`src/rtl/bin_to_bcd_seq_if.sv`:
```
// rtl/bin_to_bcd_seq_if.sv - start/busy/done handshake and result bus for bin_to_bcd_seq
interface bin_to_bcd_seq_if #(
  parameter int BIN_W  = 8,
  parameter int DIGITS = 3
);
  logic                  start;
  logic [BIN_W-1:0]      bin_in;
  logic                  busy;
  logic                  done;
  logic [4*DIGITS-1:0]   bcd_out;
  logic                  neg;
  logic                  ovf;

  modport master (
    output start, bin_in,
    input  busy, done, bcd_out, neg, ovf
  );

  modport slave (
    input  start, bin_in,
    output busy, done, bcd_out, neg, ovf
  );
endinterface

```
`src/rtl/bin_to_bcd_seq.sv`:
```
// rtl/bin_to_bcd_seq.sv - sequential double-dabble binary-to-BCD converter, one bit per clock
// Optional leading-zero blanking enabled by defining BCD_LEAD_ZERO_BLANK_EN.
module bin_to_bcd_seq #(
  parameter int BIN_W     = 8,
  parameter int DIGITS    = 3,
  parameter int SIGNED_IN = 1
) (
  input  logic             clk,
  input  logic             rst_n,
  bin_to_bcd_seq_if.slave  bus
);

  localparam int SW = 4*DIGITS + 4;
  localparam int CW = $clog2(BIN_W + 1);

  typedef enum logic [1:0] {S_IDLE, S_SHIFT, S_DONE} state_t;

  state_t              r_state;
  logic [SW-1:0]       r_scratch;
  logic [BIN_W-1:0]    r_mag;
  logic [CW-1:0]       r_cnt;
  logic                r_neg_i;
  logic                r_busy;
  logic                r_done;
  logic                r_neg;
  logic                r_ovf;
  logic [4*DIGITS-1:0] r_bcd;

  logic                w_in_neg;
  logic [BIN_W-1:0]    w_in_mag;
  logic [SW-1:0]       w_adj;
  logic                w_ovf;
  logic [4*DIGITS-1:0] w_digits;

  // Magnitude keeps BIN_W bits, so the most negative input maps to 2^(BIN_W-1).
  assign w_in_neg = (SIGNED_IN != 0) && bus.bin_in[BIN_W-1];
  assign w_in_mag = w_in_neg ? (-bus.bin_in) : bus.bin_in;

  always_comb begin
    w_adj = r_scratch;
    for (int k = 0; k < DIGITS + 1; k++) begin
      if (r_scratch[4*k +: 4] >= 4'd5) begin
        w_adj[4*k +: 4] = r_scratch[4*k +: 4] + 4'd3;
      end
    end
  end

  always_comb begin
`ifdef BCD_LEAD_ZERO_BLANK_EN
    logic w_lead;
`endif
    w_ovf = (r_scratch[SW-1 -: 4] != 4'd0);
    for (int k = 0; k < DIGITS; k++) begin
      if (r_scratch[4*k +: 4] > 4'd9) begin
        w_ovf = 1'b1;
      end
    end
    w_digits = r_scratch[4*DIGITS-1:0];
`ifdef BCD_LEAD_ZERO_BLANK_EN
    w_lead = 1'b1;
    for (int k = DIGITS - 1; k > 0; k--) begin
      if (w_lead && (r_scratch[4*k +: 4] == 4'd0)) begin
        w_digits[4*k +: 4] = 4'hF;
      end else begin
        w_lead = 1'b0;
      end
    end
`endif
    // Overflow blanks every digit regardless of zero blanking.
    if (w_ovf) begin
      w_digits = '1;
    end
  end

  always_ff @(posedge clk or negedge rst_n) begin
    if (!rst_n) begin
      r_state   <= S_IDLE;
      r_scratch <= '0;
      r_mag     <= '0;
      r_cnt     <= '0;
      r_neg_i   <= 1'b0;
      r_busy    <= 1'b0;
      r_done    <= 1'b0;
      r_neg     <= 1'b0;
      r_ovf     <= 1'b0;
      r_bcd     <= '0;
    end else begin
      r_done <= 1'b0;
      case (r_state)
        S_IDLE: begin
          if (bus.start) begin
            r_mag     <= w_in_mag;
            r_neg_i   <= w_in_neg;
            r_scratch <= '0;
            r_cnt     <= CW'(BIN_W);
            r_busy    <= 1'b1;
            r_state   <= S_SHIFT;
          end
        end
        S_SHIFT: begin
          {r_scratch, r_mag} <= {w_adj, r_mag} << 1;
          r_cnt <= r_cnt - CW'(1);
          if (r_cnt == CW'(1)) begin
            r_state <= S_DONE;
          end
        end
        S_DONE: begin
          r_bcd   <= w_digits;
          r_neg   <= r_neg_i;
          r_ovf   <= w_ovf;
          r_done  <= 1'b1;
          r_busy  <= 1'b0;
          r_state <= S_IDLE;
        end
        default: begin
          r_state <= S_IDLE;
        end
      endcase
    end
  end

  assign bus.busy    = r_busy;
  assign bus.done    = r_done;
  assign bus.bcd_out = r_bcd;
  assign bus.neg     = r_neg;
  assign bus.ovf     = r_ovf;

endmodule

```
`src/flat_wrapper.sv`:
```
// flat-port wrapper written by rule: the top's interface ports become plain ports
module bin_to_bcd_seq_flat 
#(
  parameter int BIN_W     = 8,
  parameter int DIGITS    = 3,
  parameter int SIGNED_IN = 1
)
  (clk, rst_n, bus_start, bus_bin_in, bus_busy, bus_done, bus_bcd_out, bus_neg, bus_ovf);
  bin_to_bcd_seq_if #(.BIN_W(BIN_W), .DIGITS(DIGITS)) bus_i ();
  input  logic clk;
  input  logic rst_n;
  input wire logic [$bits(bus_i.start)-1:0] bus_start;
  input wire logic [$bits(bus_i.bin_in)-1:0] bus_bin_in;
  output wire logic [$bits(bus_i.busy)-1:0] bus_busy;
  output wire logic [$bits(bus_i.done)-1:0] bus_done;
  output wire logic [$bits(bus_i.bcd_out)-1:0] bus_bcd_out;
  output wire logic [$bits(bus_i.neg)-1:0] bus_neg;
  output wire logic [$bits(bus_i.ovf)-1:0] bus_ovf;
  assign bus_i.start = bus_start;
  assign bus_i.bin_in = bus_bin_in;
  assign bus_busy = bus_i.busy;
  assign bus_done = bus_i.done;
  assign bus_bcd_out = bus_i.bcd_out;
  assign bus_neg = bus_i.neg;
  assign bus_ovf = bus_i.ovf;
  bin_to_bcd_seq #(.BIN_W(BIN_W), .DIGITS(DIGITS), .SIGNED_IN(SIGNED_IN)) u_core (.clk(clk), .rst_n(rst_n), .bus(bus_i));
endmodule
```
`config.mk`:
```
export PLATFORM = sky130hd
export DESIGN_NAME = bin_to_bcd_seq_flat
export DESIGN_NICKNAME = d
export VERILOG_FILES = /design/src/rtl/bin_to_bcd_seq_if.sv /design/src/rtl/bin_to_bcd_seq.sv /design/src/flat_wrapper.sv
export SDC_FILE = /design/constraint.sdc
export NUM_CORES = 1
export LEC_CHECK = 0
export ABC_AREA = 1
export CORE_MARGIN = 2
export CORE_UTILIZATION = 41
export DETAILED_ROUTE_END_ITERATION = 12
export GPL_TIMING_DRIVEN = 0
export PLACE_DENSITY_LB_ADDON = 0.3
export SLEW_MARGIN = 20
export SYNTH_ARGS = -nofsm -noshare
export SYNTH_HDL_FRONTEND = slang
export SYNTH_SLANG_ARGS = --single-unit
```
`constraint.sdc`:
```
create_clock -name clk -period 2 [get_ports clk]
set_input_delay 0.4 -clock clk [delete_from_list [all_inputs] [get_ports clk]]
set_output_delay 0.4 -clock clk [all_outputs]
set_load 0.02 [all_outputs]
```
After elaboration in Yosys (flattened, before gate mapping)
Index checks and enable logic that the tools add are counted.
Storage, ports and cells
  register bits after elaboration: 47
  latch bits: 0
  bits in writable memories: 0
  memory bits (read-only): 0
  input bits: 11
  output and inout port bits: 16
  memories kept: 0
Cells by class
  add/sub/neg operators: 6
  multipliers: 0
  divide/modulo/power cells: 0
  order comparisons: 7
  equality and inequality tests: 5
  shift operators: 0
  multiplexer cells: 21
  bitwise gates (word level): 0
  reduce and logical (&&, ||, !) cells: 8
Operators by type and width (number)
  $pmux 16 s2: 1
  $ge 4x3->1 const B: 4
  $mux 16: 1
  $mux 4: 4
  $mux 8: 2
  $pmux 8 s2: 1
  $add 4x2->4 const B: 3
  $gt 4x4->1 const B: 3
  $mux 12: 1
  $neg 8->8: 1
  $pmux 4 s2: 1
  $reduce_and 2->1: 4
  $mux 1: 5
  $eq 4x1->1 const B: 1
  $mux 2: 2
  $pmux 2 s2: 1
  $reduce_bool 2->1: 2
  $reduce_bool 4->1: 1
  $sub 4x1->4 const B: 1
  $add 3x2->3 const B: 1
  $mux 3: 1
  $eq 2x1->1 const B: 1
  $eq 2x2->1 const B: 1
  $logic_not 2->1: 1
  other kinds (3): 3

Longest topological paths before layout
  depth in word-level cells: 5
  depth in mapped cells: 10

Worst setup path after synthesis
No wires, ideal clock.
  kind: register -> register
  start: register u_core.r_scratch[0]
  end: register u_core.r_bcd[10] (netlist: u_core.bus.bcd_out[10])
  arrival: 1.219 ns
  slack: 0.658 ns
  stages on the path, launching flop included: 11
  path buffers: 1
  clock period less this slack: 1.342 ns
  path through: dfrtp_1 > inv_1 > ha_1 > nor2_1 > nand2_1 > nand2_1 > inv_1 > nand3_1 > nand2_1 > buf_2 > nand2_1
Between the ends
  cells in the longest elaborated chain, start to end: 5
RTL lines
  from (decl): RTL line bin_to_bcd_seq.sv:19  | logic [SW-1:0] r_scratch;
  from (signal assigned): RTL line bin_to_bcd_seq.sv:101  | {r_scratch, r_mag} <= {w_adj, r_mag} << 1;
  $gt 4x4->1: RTL line bin_to_bcd_seq.sv:54  | if (r_scratch[4*k +: 4] > 4'd9) begin
  $mux 1 (3 in a row): RTL line bin_to_bcd_seq.sv:54
  $mux 12: RTL line bin_to_bcd_seq.sv:70  | if (w_ovf) begin
  to (signal assigned): RTL line bin_to_bcd_seq.sv:108  | r_bcd <= w_digits;
  to (decl): RTL line bin_to_bcd_seq.sv:27  | logic [4*DIGITS-1:0] r_bcd;
No other way between the ends.
A chain may end at the register's enable or synchronous reset.

Worst setup path in the final report
  start: register u_core.r_bcd[0] (netlist: u_core.bus.bcd_out[0])
  end: output bus_bcd_out[0]
RTL lines
  to (decl): RTL line flat_wrapper.sv:16  | output wire logic [$bits(bus_i.bcd_out)-1:0] bus_bcd_out;
No word-level cell between the ends.

==> results.yml <==
setup_path:
  critical_path.cell_chain: "clkdlybuf4s50_1"
  critical-path-top-delay-family: "buffers and inverters"
  timing.setup.critical_path_class: "register to output pin"
  crit_required_ps: 1600
  endpoint_kind: "output pin"
  cp-start-kind: "register"
  critPathMaxFanout: 2
  max_stage_delay_ps: 610
  cp.buffers_inverters: 1
  worstPathArrival_ps: 1280
  critical_path.slowest_cell: "clkdlybuf4s50_1"
power:
  leakage_power_figure_nw: 1.391
  post-layout-total-power_w: 0.004367
  power_density_nw_per_um2: 1488
  power.clock.fraction: 0.145
  swShare: 0.4247
  share_comb_of_total_power: 0.480
  cell_internal_pwr_w: 0.002512
  share_seq_of_total_power: 0.375
  power.net_switching_w: 0.001855
  peakVddDrop_v: 0.0005953
timing:
  clock_skews_ps: 9.404
  timing.setup.tns_ps: 0
  setup_slack_ps: 323.2
  final_period_minus_worst_setup_slack_ps: 1677
  timing_worst_slew_pin_value_ps: 423.0
  relSlewSlack: 0.7180
  grt_setup_unrepaired: "no"
  report.final.hold_viol_count: 0
  final_min_period_over_clock_period: 0.8384
  final_max_slew_viol_count: 0
  setup_viol: 0
  timing.fmax_mhz: 596.4
logic_synthesis:
  synthCells: 307
  postSynthAreaPerCell_um2: 8.053
  yosys_warnings: 0
  synth_cell_type_count: 31
  synth_area_leaders: "dfrtp_1 (48%), nand2_1 (15%), o21ai_0 (6.7%), ha_1 (6.1%), inv_1 (4.7%)"
  yosys_register_bits: 47
  syn-num-nets: 330
  share_of_the_synthesized_area_in_the_top_cell_type: 0.4757
  postSynth.asyncResetShare: 1.000
  number_of_enable_type_register_cells_in_the_synthesized_netlist: 0
  synthDominantAreaCellType: "dfrtp_1"
  synth_seq_area_share: 0.4757
  syn-cell-area_um2: 2472
  ys.flop_type: "dfrtp_1"
finish:
  fraction_of_layout_instances_using_a_drive_strength_above_1: 0.08211
  fillCellCount: 586
  layout.cells.most_common_list: "nand2_1 (98), dfrtp_1 (47), o21ai_0 (33)"
  syn_to_final_growth_pct: 18.72
  finish.net_count: 363
  antenna-diode-count: 0
  commonest_non_fill_non_tap_cell_in_the_layout: "nand2_1"
floorplan:
  coreArea_um2: 5886
  dieArea_um2: 6668
  die_h_um: 81.66
  fp-row-count: 28
  total_i_o_pin_count: 27
  floorplan.initialDensity: 0.4201
  die_w_um: 81.66
grt:
  first_global_vias: 2005
  grt_pass1_wl_um: 8797
  grt_max_degree: 31
  number_of_antenna_violations_at_the_first_check_in_global_routing: 0
  globalRouteTotalUtil: 0.1695
  globalRoute.totalOverflow: 0
cts:
  path_clk_slew_ps: 80
  hold_fix_buffers_cts: 0
  worstSkewPairLatency_ps: 300
  ctsLongestPathBuffers: 2
  cts-resized-gates: 0
  total_number_of_clock_tree_sinks: 47
  post_cts_buffers: 0
  clock_root_buffer: "clkbuf_8"
  clock_tree.htree_level_count: 2
  cts_inserted_buffers: 5
  tritoncts: "built"
routing:
  first_iter_violations: 111
  vias_per_cell: 5.058
  routed_wirelength_um: 5116
  route.vias.total: 2104
  wl_per_cell_um: 12.30
  initial_drt_pass_iterations: 4
  final_ant_viol_nets: 0
  drcViolationCount: 0
placed_design:
  place.port_buffers: 25
  dp_worst_setup_slack_ps: 307.8
  finalWeightedCongestion: 0.8701
  dpl_hpwl_um: 3764
job:
  drv_cap: 0
worst_hold_path:
  hold_class: "primary input to async pin"
run_status:
  run_status: "finished, final reports clean"
-- metal layers --
layer,wire [um],up-vias,global-route usage
met4,66,0,0.04667
met3,164,8,0.03736
li1,-,1057,-
met5,0,-,0
met1,2474,1007,0.2172
met2,2411,32,0.2893
-- per-stage QoR --
step	util	cells	instance area [um2]	hold WS (ps)
after floorplan	-	307	2472	104.4
after global placement	0.4785	407	2816	459.4
after detailed placement	0.4811	408	2831	364.9
after CTS	0.4987	416	2935	36.98
after global routing	0.4987	416	2935	51.81
final	0.4987	416	2935	27.98
-- sequential cells by signal, indices dropped and copies added (netlist names) --
register and cells:
u_core.bus.done 1, u_core.bus.ovf 1, u_core.r_neg_i 1, u_core.r_cnt 4
u_core.r_state 2, u_core.r_mag 8, u_core.bus.bcd_out 12, u_core.bus.busy 1
u_core.bus.neg 1, u_core.r_scratch 16
-- power by group through the flow --
stage | logic [W] | clock network (W) | registers [W]
2_1_floorplan | 0.00141 | 0 | 0.00172
3_3_place_gp | 0.00204 | 0 | 0.00165
3_5_place_dp | 0.00212 | 0 | 0.00165
4_1_cts | 0.00212 | 0.000657 | 0.00164
5_1_grt | 0.00241 | 0.000693 | 0.00170
6_report | 0.00209 | 0.000635 | 0.00164
-- final timing paths --
check                                      start               endpoint  slack [ps]  cells past startpoint
setup / recovery           u_core.bus.bcd_out[0]         bus_bcd_out[0]         320                      1
setup reg to reg             u_core.r_scratch[4]  u_core.bus.bcd_out[5]         420                     10
hold / removal                             rst_n   u_core.r_scratch[14]          30                      1
max in group asynchronous                  rst_n    u_core.r_scratch[4]        1470                      2
min in group clk                  u_core.bus.neg         u_core.bus.neg         480                      2
hold reg to reg                   u_core.bus.neg         u_core.bus.neg         480                      2
-- layout make-up --
type,instances,area (um2),share of cell area
sequential,47,1176,0.4007
clock buffer,7,96.34,0.03282
inverter,34,127.6,0.04348
tap,75,93.84,0.03197
timing repair buffer,26,265.3,0.09037
buffer,8,53.80,0.01833
clock inverter,1,7.507,0.002558
multi-input combinational,218,1115,0.3798
-- cell usage after synthesis (2+ instances only) --
cell / n
nand2_1: 98
dfrtp_1: 47
a21oi_1: 11
nand3_1: 20
nor2_4: 2
nand2_4: 2
o21ai_1: 3
o21ai_0: 33
nor2_1: 16
o22ai_1: 7
buf_2: 4
inv_2: 3
buf_6: 2
ha_1: 12
inv_1: 31
-- kinds of logic (layout without fill, tap and decap cells) --
| kind of cell | after synthesis | count (layout) | synth area share |
|---|---|---|---|
| AO/OA/AOI/OAI | 61 | 61 | 0.1366 |
| XOR/XNOR | 1 | 1 | 0.003543 |
| adder cells (fa/ha/maj) | 12 | 12 | 0.06073 |
| buffers and inverters | 42 | 76 | 0.07338 |
| flip-flops | 47 | 47 | 0.4757 |
| multiplexers | 1 | 1 | 0.004049 |
| AND/OR/NAND/NOR | 143 | 143 | 0.2460 |
Power figures use the tool's default switching activity.
